### src/rtl/qf_rfm_mp_if.sv
// Bus bundle for the qf_rfm_mp register-file memory.
// The master side drives the write port and the read requests.
// The slave side is the memory, which returns read data, read valids and the init-busy flag.
interface qf_rfm_mp_if #(
   parameter int PAR_MEMORY_WIDTH_BIT = 64,
   parameter int PAR_MEMORY_DEPTH_BIT = 4,
   parameter int PAR_RD_PORTS         = 2,
   parameter int PAR_BYTE_WIDTH       = 8
);
   localparam int W = PAR_MEMORY_WIDTH_BIT;
   localparam int D = PAR_MEMORY_DEPTH_BIT;
   localparam int P = PAR_RD_PORTS;
   localparam int B = PAR_MEMORY_WIDTH_BIT / PAR_BYTE_WIDTH;

   logic           rfm_wr_en;
   logic [D-1:0]   rfm_wr_addr;
   logic [W-1:0]   rfm_wr_data;
   logic [B-1:0]   rfm_wr_be;
   logic [P-1:0]   rfm_rd_en;
   logic [P*D-1:0] rfm_rd_addr;
   logic [P*W-1:0] rfm_rd_data;
   logic [P-1:0]   rfm_rd_valid;
   logic           rfm_init_busy;

   modport master (
      output rfm_wr_en, rfm_wr_addr, rfm_wr_data, rfm_wr_be, rfm_rd_en, rfm_rd_addr,
      input  rfm_rd_data, rfm_rd_valid, rfm_init_busy
   );

   modport slave (
      input  rfm_wr_en, rfm_wr_addr, rfm_wr_data, rfm_wr_be, rfm_rd_en, rfm_rd_addr,
      output rfm_rd_data, rfm_rd_valid, rfm_init_busy
   );
endinterface

### src/rtl/qf_rfm_mp.sv
// Multi-read-port register-file memory with byte-enabled writes.
// After reset, an init sweep clears every entry before any access is accepted.
// The read path is either registered, with write-first bypass, or combinational, with read-before-write.
module qf_rfm_mp #(
   parameter int                          PAR_MEMORY_WIDTH_BIT = 64,
   parameter int                          PAR_MEMORY_DEPTH_BIT = 4,
   parameter int                          PAR_RD_PORTS         = 2,
   parameter int                          PAR_BYTE_WIDTH       = 8,
   parameter bit                          PAR_RD_REG           = 1'b1,
   parameter logic [PAR_MEMORY_WIDTH_BIT-1:0] PAR_INIT_VALUE   = '0
) (
   input logic          rfm_clk,
   input logic          rfm_rst,
   qf_rfm_mp_if.slave   rfm
);
   localparam int W     = PAR_MEMORY_WIDTH_BIT;
   localparam int D     = PAR_MEMORY_DEPTH_BIT;
   localparam int P     = PAR_RD_PORTS;
   localparam int BW    = PAR_BYTE_WIDTH;
   localparam int B     = W / BW;
   localparam int DEPTH = 1 << D;
   localparam logic [D-1:0] LAST_ADDR = '1;

   typedef enum logic {INIT, READY} state_t;

   state_t       state_q;
   logic [D-1:0] sweepCnt_q;
   logic [W-1:0] mem_q [DEPTH];
   logic [W-1:0] wrMerged;
   logic [D-1:0] rdAddr [P];

   // Sequencer: reset restarts the clearing sweep, which hands over to READY after the last entry
   always_ff @(posedge rfm_clk) begin
      if (rfm_rst) begin
         state_q    <= INIT;
         sweepCnt_q <= '0;
      end else begin
         case (state_q)
            INIT: begin
               sweepCnt_q <= sweepCnt_q + 1'b1;
               if (sweepCnt_q == LAST_ADDR) begin
                  state_q <= READY;
               end
            end
            default: begin
               state_q <= READY;
            end
         endcase
      end
   end

   assign rfm.rfm_init_busy = (state_q == INIT);

   // Word seen at the write address once the enabled lanes are applied; also feeds the read bypass
   always_comb begin
      wrMerged = mem_q[rfm.rfm_wr_addr];
      for (int b = 0; b < B; b++) begin
         if (rfm.rfm_wr_be[b]) begin
            wrMerged[b*BW +: BW] = rfm.rfm_wr_data[b*BW +: BW];
         end
      end
   end

   // Unpack the per-port read addresses
   always_comb begin
      for (int p = 0; p < P; p++) begin
         rdAddr[p] = rfm.rfm_rd_addr[p*D +: D];
      end
   end

   // Storage array: the sweep writes the init value, and READY applies user writes; contents survive reset itself
   always_ff @(posedge rfm_clk) begin
      if (!rfm_rst) begin
         if (state_q == INIT) begin
            mem_q[sweepCnt_q] <= PAR_INIT_VALUE;
         end else if (rfm.rfm_wr_en) begin
            mem_q[rfm.rfm_wr_addr] <= wrMerged;
         end
      end
   end

   generate
      if (PAR_RD_REG) begin : gRegRead
         logic [W-1:0] rdData_q [P];
         logic [P-1:0] rdValid_q;

         // Registered read: capture on request, bypass a same-edge write, and hold data while idle
         always_ff @(posedge rfm_clk) begin
            if (rfm_rst) begin
               for (int p = 0; p < P; p++) begin
                  rdData_q[p] <= '0;
               end
               rdValid_q <= '0;
            end else begin
               for (int p = 0; p < P; p++) begin
                  if ((state_q == READY) && rfm.rfm_rd_en[p]) begin
                     if (rfm.rfm_wr_en && (rfm.rfm_wr_addr == rdAddr[p])) begin
                        rdData_q[p] <= wrMerged;
                     end else begin
                        rdData_q[p] <= mem_q[rdAddr[p]];
                     end
                     rdValid_q[p] <= 1'b1;
                  end else begin
                     rdValid_q[p] <= 1'b0;
                  end
               end
            end
         end

         // Pack the per-port registers onto the bus
         always_comb begin
            rfm.rfm_rd_data = '0;
            for (int p = 0; p < P; p++) begin
               rfm.rfm_rd_data[p*W +: W] = rdData_q[p];
            end
         end

         assign rfm.rfm_rd_valid = rdValid_q;
      end else begin : gCombRead
         // Combinational read: the array is presented directly, so a same-cycle write shows only after the edge
         always_comb begin
            rfm.rfm_rd_data = '0;
            for (int p = 0; p < P; p++) begin
               rfm.rfm_rd_data[p*W +: W] = mem_q[rdAddr[p]];
            end
         end

         assign rfm.rfm_rd_valid = rfm.rfm_rd_en & {P{state_q == READY}};
      end
   endgenerate
endmodule
### src/flat_wrapper.sv
// flat-port wrapper written by rule: the top's interface ports become plain ports
module qf_rfm_mp_flat 
#(
   parameter int                          PAR_MEMORY_WIDTH_BIT = 64,
   parameter int                          PAR_MEMORY_DEPTH_BIT = 4,
   parameter int                          PAR_RD_PORTS         = 2,
   parameter int                          PAR_BYTE_WIDTH       = 8,
   parameter bit                          PAR_RD_REG           = 1'b1,
   parameter logic [PAR_MEMORY_WIDTH_BIT-1:0] PAR_INIT_VALUE   = '0
)
  (rfm_clk, rfm_rst, rfm_rfm_wr_en, rfm_rfm_wr_addr, rfm_rfm_wr_data, rfm_rfm_wr_be, rfm_rfm_rd_en, rfm_rfm_rd_addr, rfm_rfm_rd_data, rfm_rfm_rd_valid, rfm_rfm_init_busy);
  qf_rfm_mp_if #(.PAR_MEMORY_WIDTH_BIT(PAR_MEMORY_WIDTH_BIT), .PAR_MEMORY_DEPTH_BIT(PAR_MEMORY_DEPTH_BIT), .PAR_RD_PORTS(PAR_RD_PORTS), .PAR_BYTE_WIDTH(PAR_BYTE_WIDTH)) rfm_i ();
  input logic rfm_clk;
  input logic rfm_rst;
  input wire logic [$bits(rfm_i.rfm_wr_en)-1:0] rfm_rfm_wr_en;
  input wire logic [$bits(rfm_i.rfm_wr_addr)-1:0] rfm_rfm_wr_addr;
  input wire logic [$bits(rfm_i.rfm_wr_data)-1:0] rfm_rfm_wr_data;
  input wire logic [$bits(rfm_i.rfm_wr_be)-1:0] rfm_rfm_wr_be;
  input wire logic [$bits(rfm_i.rfm_rd_en)-1:0] rfm_rfm_rd_en;
  input wire logic [$bits(rfm_i.rfm_rd_addr)-1:0] rfm_rfm_rd_addr;
  output wire logic [$bits(rfm_i.rfm_rd_data)-1:0] rfm_rfm_rd_data;
  output wire logic [$bits(rfm_i.rfm_rd_valid)-1:0] rfm_rfm_rd_valid;
  output wire logic [$bits(rfm_i.rfm_init_busy)-1:0] rfm_rfm_init_busy;
  assign rfm_i.rfm_wr_en = rfm_rfm_wr_en;
  assign rfm_i.rfm_wr_addr = rfm_rfm_wr_addr;
  assign rfm_i.rfm_wr_data = rfm_rfm_wr_data;
  assign rfm_i.rfm_wr_be = rfm_rfm_wr_be;
  assign rfm_i.rfm_rd_en = rfm_rfm_rd_en;
  assign rfm_i.rfm_rd_addr = rfm_rfm_rd_addr;
  assign rfm_rfm_rd_data = rfm_i.rfm_rd_data;
  assign rfm_rfm_rd_valid = rfm_i.rfm_rd_valid;
  assign rfm_rfm_init_busy = rfm_i.rfm_init_busy;
  qf_rfm_mp #(.PAR_MEMORY_WIDTH_BIT(PAR_MEMORY_WIDTH_BIT), .PAR_MEMORY_DEPTH_BIT(PAR_MEMORY_DEPTH_BIT), .PAR_RD_PORTS(PAR_RD_PORTS), .PAR_BYTE_WIDTH(PAR_BYTE_WIDTH), .PAR_RD_REG(PAR_RD_REG), .PAR_INIT_VALUE(PAR_INIT_VALUE)) u_core (.rfm_clk(rfm_clk), .rfm_rst(rfm_rst), .rfm(rfm_i));
endmodule
### config.mk
export PLATFORM = sky130hd
export DESIGN_NAME = qf_rfm_mp_flat
export DESIGN_NICKNAME = d
export VERILOG_FILES = /design/src/rtl/qf_rfm_mp_if.sv /design/src/rtl/qf_rfm_mp.sv /design/src/flat_wrapper.sv
export SDC_FILE = /design/constraint.sdc
export NUM_CORES = 2
export LEC_CHECK = 0
export CELL_PAD_IN_SITES_DETAIL_PLACEMENT = 1
export CELL_PAD_IN_SITES_GLOBAL_PLACEMENT = 1
export CORE_MARGIN = 2
export CORE_UTILIZATION = 53
export DETAILED_ROUTE_END_ITERATION = 10
export PLACE_DENSITY_LB_ADDON = 0.1
export SYNTH_ARGS = -nofsm -noshare
export SYNTH_HDL_FRONTEND = slang
export SYNTH_SLANG_ARGS = --single-unit
### constraint.sdc
create_clock -name rfm_clk -period 6.2 [get_ports rfm_clk]
set_input_delay 0.93 -clock rfm_clk [delete_from_list [all_inputs] [get_ports rfm_clk]]
set_output_delay 0.93 -clock rfm_clk [all_outputs]
set_load 0.02 [all_outputs]
==> flow_summary.json <==
{
  "status": "finished, final reports clean",
  "area_growth_pct": 13.71,
  "cts_buffer_depth": 3,
  "ctsResizeCount": 0,
  "worstHoldPathType": "register to register",
  "drive_above_1_share": 0.2243,
  "async_flop_share": 0,
  "dieArea_sq_um": 117600,
  "cp_max_fo": 51,
  "yosys-top-cells-area": "edfxtp_1 57%, mux4_2 19%, mux2i_1 8.5%",
  "crit_arrival_ps": 4500,
  "seq_area_frac_synth": 0.5707,
  "ant_nets": 0,
  "final-max-slew-violation-count": 0,
  "powerDensity_nw_per_um2": 262.9,
  "insertion_delay_ps": 760,
  "fin_crit_sh": 0.6643,
  "power_mw": 18.19,
  "wire_per_inst_microns": 40.18,
  "max_freq_mhz": 242.8,
  "grt_setup_unrepaired": "false",
  "synth_edf_count": 1152,
  "cts_root_buffer": "clkbuf_16",
  "netlist_area_sq_um": 60860,
  "start_util": 0.5330,
  "synth_most_common_cell": "edfxtp_1",
  "holdBufCountCts": 0,
  "drtIter0Drc": 6323,
  "syn_inst": 3668,
  "synth_commonest_cells": "1152 x edfxtp_1, 514 x mux2i_1, 512 x mux4_2",
  "grt_max_degree": 141,
  "regArea_sq_um": 34730,
  "leakage_nw": 24.62,
  "tns_ps": 0,
  "cts_setup_buffers": 0,
  "synth-main-ff-cell": "edfxtp_1",
  "setup_viol": 0,
  "wl_microns": 218200,
  "grt_pass1_vias": 44240,
  "grt_pass1_wl_microns": 313400,
  "cts_tree": "yes",
  "numClockSinks": 1159,
  "die_h_microns": 342.9,
  "slew_headroom": 0.1500,
  "crit_type": "primary input to register",
  "synth_seq_cells": 1159,
  "end_kind": "register",
  "cp.required_ps": 6580,
  "tightest_slew_ps": 1272,
  "globalplace.congestion": 0.8540,
  "grt_usage": 0.3720,
  "grt_overflow": 0,
  "io_pins": 220,
  "vias_per_cell": 7.739,
  "finalHoldViolCount": 0,
  "synth_area_leader_cell": "edfxtp_1",
  "avgSynthCellArea_sq_um": 16.59,
  "multi_input_area_sq_um": 24600,
  "worst_setup_path_start_kind": "primary input",
  "ys_types": 41,
  "clkTransAtPathRegs_ps": 60,
  "fin_nets": 3904,
  "yosysWarnings": 0,
  "hpwl_microns": 120000,
  "die_width_microns": 342.9,
  "final.min_clock_period_ps": 4118,
  "synthesis.nets": 3758,
  "reg2reg_slack_ps": 2650,
  "cts_buffers": 132,
  "vias": 42020,
  "peakVddDrop_mv": 0.2381,
  "max_cap_viol_count": 0,
  "fin_hold_ws_ps": 589.3,
  "finClkSkew_ps": 17.00,
  "fillers": 10070,
  "drcViolationCount": 0,
  "core_area_sq_um": 114200,
  "htree_num_levels": 4,
  "numPortBuffers": 219,
  "antenna_found_initial": 5,
  "netlist.area_leader.share": 0.5684,
  "drt-pass1-iter-count": 6,
  "core.rowCount": 124
}
[per-stage QoR]
stage,util,instance area (sq um),cells,worst slack (ps)
2_1_floorplan,-,60860,3668,1107
3_3_place_gp,0.5697,65050,5192,1649
3_5_place_dp,0.5697,65050,5192,1538
4_1_cts,0.6060,69200,5427,2205
5_1_grt,0.6060,69200,5427,1984
6_report,0.6061,69210,5429,2082
[area by class of cell]
type                    count  share of cell area
clock buffers             166             0.05187
multi-input cells        2149              0.3554
diodes                      2          0.00007232
inverters                  25            0.001356
well taps                1512             0.02734
clock inverters            69            0.008009
repair buffers            347             0.05406
flip-flops and latches   1159              0.5019
[worst max-delay path: stages]
cell and delay [ps]:
clkdlybuf4s50_1 720, and2_4 630, buf_4 410, a22oi_1 300, nand2_1 140, a221o_1 380
nor2_1 890
[layout by cell type (no fill, tap or decap), types with 6 or more instances in the layout]
master,synthesis,layout
a221oi_1,46,46
buf_4,33,83
clkinv_2,0,19
xnor2_1,10,10
nor4_1,20,20
o21ai_1,44,43
nand2_1,54,53
o22ai_1,39,39
clkdlybuf4s50_1,0,214
nand2b_1,29,27
mux4_2,512,512
a22oi_1,328,328
a21oi_1,86,84
nor3_1,23,22
and2_1,10,7
o221ai_1,25,25
nor2_4,0,19
a21o_1,65,65
clkinvlp_4,0,7
dfxtp_1,7,7
nor2b_4,0,6
mux2i_1,514,514
clkbuf_16,0,139
a221o_1,13,13
buf_12,0,45
nor2b_1,27,21
clkbuf_1,144,26
a221oi_2,7,7
bufinv_16,0,8
nor2_1,110,89
clkinv_1,0,28
a22o_1,162,162
edfxtp_1,1152,1152
inv_1,25,25
[flip-flops by register name, summed over array words and instances (netlist names)]
name / count
u_core.sweepCnt_q: 4
u_core.rfm.rfm_rd_valid: 2
u_core.state_q: 1
u_core.mem_q: 1024
u_core.gRegRead.rdData_q: 128
[cells by family (layout without fill, tap and decap cells)]
family                     after synthesis  after routing  synth area share
other                                    0              2                 0
and+or+nand+nor                        287            287           0.02226
adders and majority gates                1              1         0.0002055
buffers and inverters                  360            607           0.02964
AOI/OAI and AO/OA                      823            823            0.1015
muxes                                 1027           1027            0.2742
DFF                                   1159           1159            0.5707
xor gates and xnor gates                11             11          0.001583
[report_power, final]
part	total (mW)	switching [mW]	internal, mW
logic	1.82	1.09	0.725
clock network	7.67	3.25	4.43
registers	8.70	0.0734	8.63
[worst paths after layout]
check                                           from  depth (start not counted)                   to
worst min-delay path            u_core.sweepCnt_q[3]                          2       u_core.state_q
worst min register to register  u_core.sweepCnt_q[3]                          2       u_core.state_q
worst max register to register        u_core.state_q                          6  u_core.mem_q[8][42]
worst max-delay path              rfm_rfm_wr_addr[2]                          7  u_core.mem_q[1][18]
[per-layer routing]
layer | up-vias | share of wire | GRT usage
li1 | 15990 | - | -
met1 | 21920 | 0.37 | 0.5049
met2 | 3406 | 0.46 | 0.5725
met3 | 689 | 0.13 | 0.09264
met4 | 6 | 0.048 | 0.1683
met5 | - | 0.00019 | 0
Power figures use the tool's default switching activity.
